### src/rtl/pc_ir_unit.sv
// pc_ir_unit: upstream datapath stage of the multicycle processor.
// This block holds the program counter, the instruction register and the memory
// data register. It exposes the op/funct fields to the controller. It selects the
// next PC and the shared memory address, and counts IR loads.
module pc_ir_unit #(
  parameter int               WIDTH    = 32,
  parameter logic [WIDTH-1:0] RESET_PC = '0
) (
  input  logic             clk,
  input  logic             reset,
  input  logic             pcen,
  input  logic             iord,
  input  logic             irwrite,
  input  logic [1:0]       pcsrc,
  input  logic [WIDTH-1:0] aluresult,
  input  logic [WIDTH-1:0] aluout,
  input  logic [WIDTH-1:0] readdata,
  output logic [WIDTH-1:0] adr,
  output logic [WIDTH-1:0] pc,
  output logic [WIDTH-1:0] instr,
  output logic [WIDTH-1:0] data,
  output logic [5:0]       op,
  output logic [5:0]       funct,
  output logic [31:0]      instcount
);

  typedef enum logic [1:0] {
    PCSRC_ALU    = 2'b00,  // combinational ALU result (PC+4)
    PCSRC_ALUOUT = 2'b01,  // registered ALU result (branch target)
    PCSRC_JUMP   = 2'b10,  // pseudo-direct jump target
    PCSRC_HOLD   = 2'b11   // reserved encoding: keep the current PC
  } pcsrc_e;

  logic [WIDTH-1:0] pc_q, pc_d;
  logic [WIDTH-1:0] instr_q, instr_d;
  logic [WIDTH-1:0] data_q, data_d;
  logic [31:0]      instcount_q, instcount_d;
  logic [WIDTH-1:0] pcnext;
  logic [WIDTH-1:0] jump_target;

  // The jump target keeps the upper PC bits and replaces the rest with the word index from the IR.
  assign jump_target = {pc_q[WIDTH-1:28], instr_q[25:0], 2'b00};

  // Next-PC selection. An unknown or reserved select falls back to holding the PC.
  always_comb begin
    // NOTE: every combinational output gets a default first so no path can infer a latch.
    pcnext = pc_q;
    case (pcsrc_e'(pcsrc))
      PCSRC_ALU:    pcnext = aluresult;
      PCSRC_ALUOUT: pcnext = aluout;
      PCSRC_JUMP:   pcnext = jump_target;
      default:      pcnext = pc_q;
    endcase
  end

  // Shared memory address: the PC for fetches, aluout for data accesses.
  always_comb begin
    adr = pc_q;
    if (iord == 1'b1) adr = aluout;
  end

  // Next-state values for the architectural registers, driven only by controller strobes.
  always_comb begin
    pc_d        = pc_q;
    instr_d     = instr_q;
    instcount_d = instcount_q;
    data_d      = readdata;  // The MDR captures on every edge.
    if (pcen == 1'b1) pc_d = pcnext;
    if (irwrite == 1'b1) begin
      instr_d     = readdata;
      instcount_d = instcount_q + 32'd1;  // Wraps silently to zero.
    end
  end

  // State registers, cleared asynchronously and held while reset is high.
  always_ff @(posedge clk or posedge reset) begin
    // NOTE: these are plain registers, not a RAM array, so each one is reset explicitly.
    if (reset) begin
      pc_q        <= RESET_PC;
      instr_q     <= '0;
      data_q      <= '0;
      instcount_q <= '0;
    end else begin
      // NOTE: non-blocking assignments let the jump target use the pre-edge pc and instr.
      pc_q        <= pc_d;
      instr_q     <= instr_d;
      data_q      <= data_d;
      instcount_q <= instcount_d;
    end
  end

  assign pc        = pc_q;
  assign instr     = instr_q;
  assign data      = data_q;
  assign instcount = instcount_q;
  assign op        = instr_q[31:26];
  assign funct     = instr_q[5:0];

endmodule

### config.mk
export PLATFORM = sky130hd
export DESIGN_NAME = pc_ir_unit
export DESIGN_NICKNAME = d
export VERILOG_FILES = /design/src/rtl/pc_ir_unit.sv
export SDC_FILE = /design/constraint.sdc
export NUM_CORES = 1
export LEC_CHECK = 0
export ABC_AREA = 1
export CAP_MARGIN = 40
export CORE_ASPECT_RATIO = 1.75
export CORE_MARGIN = 2
export CORE_UTILIZATION = 30
export DETAILED_ROUTE_END_ITERATION = 6
export SYNTH_ARGS = -nofsm -noshare
export SYNTH_HDL_FRONTEND = slang
export SYNTH_SLANG_ARGS = --single-unit
### constraint.sdc
create_clock -name clk -period 13.75 [get_ports clk]
set_clock_uncertainty 0.05 [all_clocks]
set_input_delay 2.75 -clock clk [delete_from_list [all_inputs] [get_ports clk]]
set_output_delay 2.75 -clock clk [all_outputs]
set_load 0.01 [all_outputs]
# == Word-level counts from Yosys, hierarchy flattened ==
# Cells that the tools add are included.
# word_totals
reg_bits,128
in_bits,103
output_inout_bits,172
wordCells,16
# classes
n_addsub,1
eq_ne,2
muxes,2
n_bitwise,1
n_reduce_logical,5
# ops
cell,count
case mux 32 bit (3 select lines),1
"adder 32 x 1 -> 32 bit, second input constant",1
2-to-1 mux 32 bit,1
AND reduction 3 bit,1
nonzero test 3 bit,1
"== test 2 x 1 -> 1 bit, second input constant",1
"== test 2 bit, second input constant",1
logical NOT 2 bit,1
AND reduction 2 bit,1
nonzero test 2 bit,1
inverter 1 bit,1

# == Logic depth before layout (Yosys ltp) ==
# Gate-level depths: netlist of the first run.
# depth
depth_word,3
ltp_mapped,8
depth_no_buf,8

# == Worst setup path after synthesis of the first run ==
# Ideal clock, no wire load.
# synth_path
kind,input port to output port
start,in iord
end,out adr[10]
t_arrival_ps,3542
required_time_ps,10950
setup_slack_ps,7408
path_stages,3
n_path_buf,2
path_cell_list,clkbuf_1 > buf_2 > mux2_2
# synth_between
elab_chain_cells,1
# synth_rtl
element,line,source
start: declaration,12,"input logic iord,"
2-to-1 mux 32 bit,59,if (iord == 1'b1) adr = aluout;
end: declaration,18,"output logic [WIDTH-1:0] adr,"
# No other way between the ends.

# == Worst setup path after layout of the first run ==
# layout_path
start,in iord
end,out adr[18]
# The elaborated chain is that of the path after synthesis.

==> results.py, run 1 <==
metrics = {
    "layout": {
        "multiInputGateArea_mm2": 0.002406,
        "layout-drive-gt1-share_pct": 14.20,
        "syn_to_final_growth_pct": 58.78,
        "register_area_mm2": 0.003203,
        "fillCellCount": 1875,
        "fin_nets": 950,
    },
    "setup_path": {
        "arrival_ns": 4.28,
        "cp_slowest_cell": "buf_2",
        "end_kind": "output port",
        "critPathLaunchType": "input port",
        "crit_required_ns": 10.95,
        "slowest_delay_ns": 0.60,
        "crit_type": "in2out",
        "path_max_fanout": 33,
        "path_cells": "buf_2, mux2_2, clkdlybuf4s50_1",
    },
    "routing": {
        "dr.pass1.iters": 4,
        "drc_errors": 0,
        "wl_per_cell_um": 18.00,
        "routed_wl_um": 19770,
        "post_drt_via_cell_ratio": 4.612,
        "antenna_left": 0,
        "first_iter_violations": 223,
        "num_vias": 5064,
    },
    "logic_synthesis": {
        "synth_top_area_share_pct": 54.07,
        "synth_edf_count": 0,
        "yosys_most_used_dff": "dfrtp_1",
        "syn_nets": 685,
        "synthCells": 577,
        "mappedNetlistArea_mm2": 0.005924,
        "ys_seq_area_share_pct": 54.07,
        "synthArstFlopShare_pct": 100.0,
        "yosys-top-cells-area": "dfrtp_1 54%, mux2_2 12%, nand2_1 9.8%, a41oi_1 3.8%, nor2_1 3.5%",
        "yosys.cell_types.count": 30,
        "post-synth-top-count-cell": "nand2_1",
        "synth_commonest_cells": "154 x nand2_1, 128 x dfrtp_1, 64 x mux2_2",
        "syn_avg_cell_area_um2": 10.27,
        "synth_top_cell_by_area": "dfrtp_1",
        "ys_ff_latch": 128,
        "yosysWarnings": 0,
    },
    "place": {
        "portBuffers": 274,
        "pre_cts_ws_ns": 6.681,
        "gp_routability_congestion": 0.7608,
        "dpl.hpwl_um": 14920,
    },
    "die": {
        "ios": 275,
        "die_w_um": 110.2,
        "initial_core_util_pct": 30.27,
        "fp.dieH_um": 189.9,
        "core_mm2": 0.01957,
        "rows": 68,
        "dieArea_mm2": 0.02093,
    },
    "clocking": {
        "post-cts-setup-buffer-count": 0,
        "hold_buffers": 0,
        "cts_tree": "built",
        "cts_resized": 0,
        "numCtsBuffers": 17,
        "clock-root-buffer": "clkbuf_16",
        "cts.sinks": 128,
        "cts_max_level": 4,
        "clock_latency_ns": 0.41,
        "path_clk_slew_ns": 0.05,
        "clockBufferDepth": 2,
    },
    "pwr": {
        "p_leak_nw": 3.933,
        "power.density_mw_per_mm2": 122.2,
        "power.total_mw": 1.150,
        "max-vdd-ir-drop_mv": 0.06820,
    },
    "run_status": {
        "status": "finished clean",
    },
    "global_routing": {
        "grt_pass1_wl_um": 29660,
        "antenna_found_initial": 1,
        "grt_usage_pct": 19.18,
        "grt_max_degree": 66,
        "grt_pass1_vias": 5128,
        "overflow": 0,
    },
    "sta": {
        "worst_slew_pin_slew_ns": 0.7820,
        "finalSetupViolCount": 0,
        "fin_crit_ns": 7.076,
        "rsz0062_at_grt": "no",
        "hold_viol": 0,
        "timing.hold.ws_ns": 0.4534,
        "setup_ws_ns": 6.674,
        "fin_crit_sh_pct": 51.46,
        "final-max-slew-violation-count": 0,
        "fin_tns_setup_ns": 0,
        "max_freq_mhz": 141.3,
        "slew_headroom_pct": 47.86,
    },
    "run": {
        "max_cap_violations": 0,
    },
    "hold_path": {
        "min_path_type": "reg2reg",
    },
}
final timing paths:
check | from | endpoint | slack (ns) | cells after the start
worst max-delay path | iord | adr[18] | 6.67 | 3
worst min-delay path | instcount[31] | instcount[31] | 0.45 | 2
worst max register to register | instcount[0] | instcount[28] | 12.14 | 8
worst min register to register | instcount[31] | instcount[31] | 0.45 | 2
max in group asynchronous | reset | pc[27] | 9.98 | 4
min in group asynchronous | reset | instcount[30] | 2.73 | 2
layout make-up:
class / instances / area share, %
diodes: 1 / 0.02660
clock buffers: 23 / 5.081
clock inverters: 6 / 0.6385
inverters: 32 / 1.330
multi-input cells: 382 / 25.58
flip-flops and latches: 128 / 34.05
well taps: 245 / 3.259
repair buffers: 281 / 30.03
stage by stage:
| step | cell area, µm² | std cells | util [%] |
|---|---|---|---|
| after global placement | 8811 | 1066 | 45.03 |
| after floorplan | 5924 | 577 | - |
| final | 9407 | 1098 | 48.07 |
| after global routing | 9404 | 1097 | 48.06 |
| after CTS | 9404 | 1097 | 48.06 |
| after detailed placement | 8866 | 1068 | 45.31 |
power by group:
part	total [mW]	switching [mW]	internal, mW	leakage [nW]
clock	0.414	0.155	0.259	0.261
sequential	0.455	0.0389	0.417	1.55
combinational	0.280	0.118	0.162	2.12
worst max-delay path, delay by kind of cell:
| family | cells | cell delay [ns] |
|---|---|---|
| muxes | 1 | 0.43 |
| buffers and inverters | 2 | 1.09 |
kinds of logic after synthesis:
group,share of synthesized area (%)
adder cells (fa/ha/maj),1.056
buffers and inverters,5.449
flip-flops,54.07
multiplexers,12.16
AO/OA/AOI/OAI,4.646
XOR/XNOR,2.365
AND/OR/NAND/NOR,20.25
state kept, by name (all words and copies together) (netlist names):
register	count
data	32
instcount	32
instr	32
pc	32
placed cells by master, fill, tap and decap left out, types with 2 or more instances in the layout:
cell type	instances
nor2_4	3
mux2_2	64
nor2_1	55
dfrtp_1	128
clkbuf_1	3
clkinvlp_4	2
buf_16	2
nand2_2	3
clkdlybuf4s50_1	272
buf_2	2
nand3_1	15
a41oi_1	26
a31oi_1	6
buf_4	5
nor2_2	3
nand4_1	17
nand2_4	3
ha_1	5
inv_1	27
nor2_8	4
xnor2_1	9
clkinv_2	3
nand2_1	154
xor2_1	7
inv_2	3
nand3b_1	3
clkbuf_8	3
clkbuf_16	17
layer usage:
layer / global-route usage (%) / up-vias / wire length (µm)
met5: 0 / - / 0
met4: 7.163 / 0 / 440
met3: 5.002 / 23 / 1357
met2: 34.92 / 174 / 10700
met1: 20.77 / 2424 / 7270
li1: - / 2443 / -
Note: power is estimated with default switching activity, not from simulation.
==> run 2, diff against run 1 <==
Clock period 13.75 ns to 6.85 ns, I/O delays scaled along.
==> results.py, run 2 (synthesis results as in run 1) <==
metrics = {
    "run_status": {
        "status": "finished clean",
    },
    "pwr": {
        "pwr-share-clk_pct": 37.7,
        "p_seq_share_pct": 38.6,
        "p_leak_nw": 3.933,
        "p_int_mw": 1.721,
        "comb_power_share_pct": 23.7,
        "max-vdd-ir-drop_mv": 0.1750,
        "power.density_mw_per_mm2": 251.0,
        "p_switching_uw": 641.4,
        "switching_share_pct": 27.15,
    },
    "global_routing": {
        "antenna_found_initial": 2,
        "grt_pass1_vias": 5195,
        "grt_max_degree": 76,
        "grt_usage_pct": 19.03,
        "overflow": 0,
        "grt_pass1_wl_um": 29370,
    },
    "setup_path": {
        "arrival_ns": 2.90,
        "cp_num_buf_inv": 2,
        "crit_required_ns": 5.43,
        "crit_type": "in2out",
        "path_cells": "buf_2, mux2_2, clkdlybuf4s50_1",
        "end_kind": "output port",
        "path_max_fanout": 33,
        "slowest_delay_ns": 0.60,
        "critPathTopFamily": "buffers and inverters",
        "critPathLaunchType": "input port",
        "worstSetupStartpoint": "iord",
        "reg2reg_from": "instcount[0]",
        "cp_slowest_cell": "buf_2",
    },
    "clocking": {
        "cts_resized": 0,
        "clockBufferDepth": 2,
        "path_clk_slew_ns": 0.05,
        "clock-root-buffer": "clkbuf_16",
        "cts_max_level": 4,
        "clock_latency_ns": 0.41,
        "numCtsBuffers": 17,
        "post-cts-setup-buffer-count": 0,
        "cts.sinks": 128,
        "hold_buffers": 0,
        "cts_tree": "built",
    },
    "layout": {
        "fin_nets": 949,
        "layout_commonest_cell": "clkdlybuf4s50_1",
        "layoutNonFillerInstCount": 1100,
        "layout-drive-gt1-share_pct": 14.52,
        "final_cell_mix": "272 x clkdlybuf4s50_1, 154 x nand2_1, 128 x dfrtp_1",
        "syn_to_final_growth_pct": 58.88,
        "finalInstanceArea_mm2": 0.009413,
    },
    "routing": {
        "num_vias": 5144,
        "drc_errors": 0,
        "post_drt_via_cell_ratio": 4.676,
        "antenna_left": 0,
        "wl_per_cell_um": 17.93,
        "first_iter_violations": 167,
        "dr.pass1.iters": 6,
        "routed_wl_um": 19720,
    },
    "sta": {
        "timing.hold.ws_ns": 0.4617,
        "max_freq_mhz": 231.6,
        "rsz0062_at_grt": "no",
        "slew_headroom_pct": 48.03,
        "fin_crit_sh_pct": 63.02,
        "worst_slew_pin_slew_ns": 0.7796,
        "setup_ws_ns": 2.533,
        "final-max-slew-violation-count": 0,
        "finalSetupViolCount": 0,
        "fin_crit_ns": 4.317,
        "fin_tns_setup_ns": 0,
        "hold_viol": 0,
    },
    "hold_path": {
        "min_path_type": "reg2reg",
        "min_from": "instcount[31]",
    },
    "place": {
        "placed_area_mm2": 0.008826,
        "pre_cts_ws_ns": 2.529,
        "portBuffers": 274,
        "dpl.hpwl_um": 14920,
        "dp_cells": 1067,
        "gp_routability_congestion": 0.7554,
    },
    "die": {
        "fp.dieH_um": 189.9,
        "die_w_um": 110.2,
        "dieArea_mm2": 0.02093,
        "ios": 275,
        "initial_core_util_pct": 30.27,
        "core_mm2": 0.01957,
        "rows": 68,
    },
    "run": {
        "max_cap_violations": 0,
    },
}
run 2: cell types whose count changed in the layout (fill, tap and decap cells not counted), sizes merged:
cell / previous run / this run
buf: 9 / 8
bufinv: 1 / 2
clkbuf: 23 / 22
clkinv: 4 / 5
clkinvlp: 2 / 4
run 2: worst reg2reg max path: cells and delay by family, from the launching register on:
kind / cells / cell delay [ns]
fa+ha+maj: 1 / 0.23
buf+inv: 1 / 0.07
flops: 1 / 0.45
simple gates: 6 / 0.67
run 2: metrics by stage:
stage / utilization [%] / total power, mW
CTS: 48.09 / 2.402
global placement: 45.03 / 1.488
finish: 48.10 / 2.363
floorplan: - / 1.151
detailed placement: 45.10 / 1.495
global route: 48.10 / 2.481
run 2: area by class of cell:
class	instances	area (µm²)
antenna	1	2.502
clock buffer	22	474.2
clock inverter	10	110.1
fill	1894	10160
inverter	32	125.1
multi-input combinational	382	2406
sequential	128	3203
tap	245	306.5
timing repair buffer	280	2785
run 2: path summary, 6_finish.rpt:
| check | end | depth (start not counted) | slack [ns] |
|---|---|---|---|
| setup / recovery | adr[18] | 3 | 2.53 |
| hold / removal | instcount[31] | 2 | 0.46 |
| setup reg to reg | instcount[28] | 8 | 5.27 |
| hold reg to reg | instcount[31] | 2 | 0.46 |
| max in group asynchronous | data[3] | 3 | 4.11 |
| min in group asynchronous | instcount[18] | 2 | 1.40 |
run 2: power groups by stage:
stage | sequential, mW | clock [mW] | combinational, mW
2_1_floorplan | 0.945 | 0 | 0.205
3_3_place_gp | 0.927 | 0 | 0.562
3_5_place_dp | 0.927 | 0 | 0.568
4_1_cts | 0.915 | 0.918 | 0.570
5_1_grt | 0.925 | 0.951 | 0.606
6_report | 0.912 | 0.891 | 0.560
run 2: metal layers:
metal / global-route usage (%) / wire [µm]
met1: 19.76 / 7028
met5: 0 / 0
met3: 4.830 / 1439
met2: 35.42 / 10780
met4: 7.548 / 475
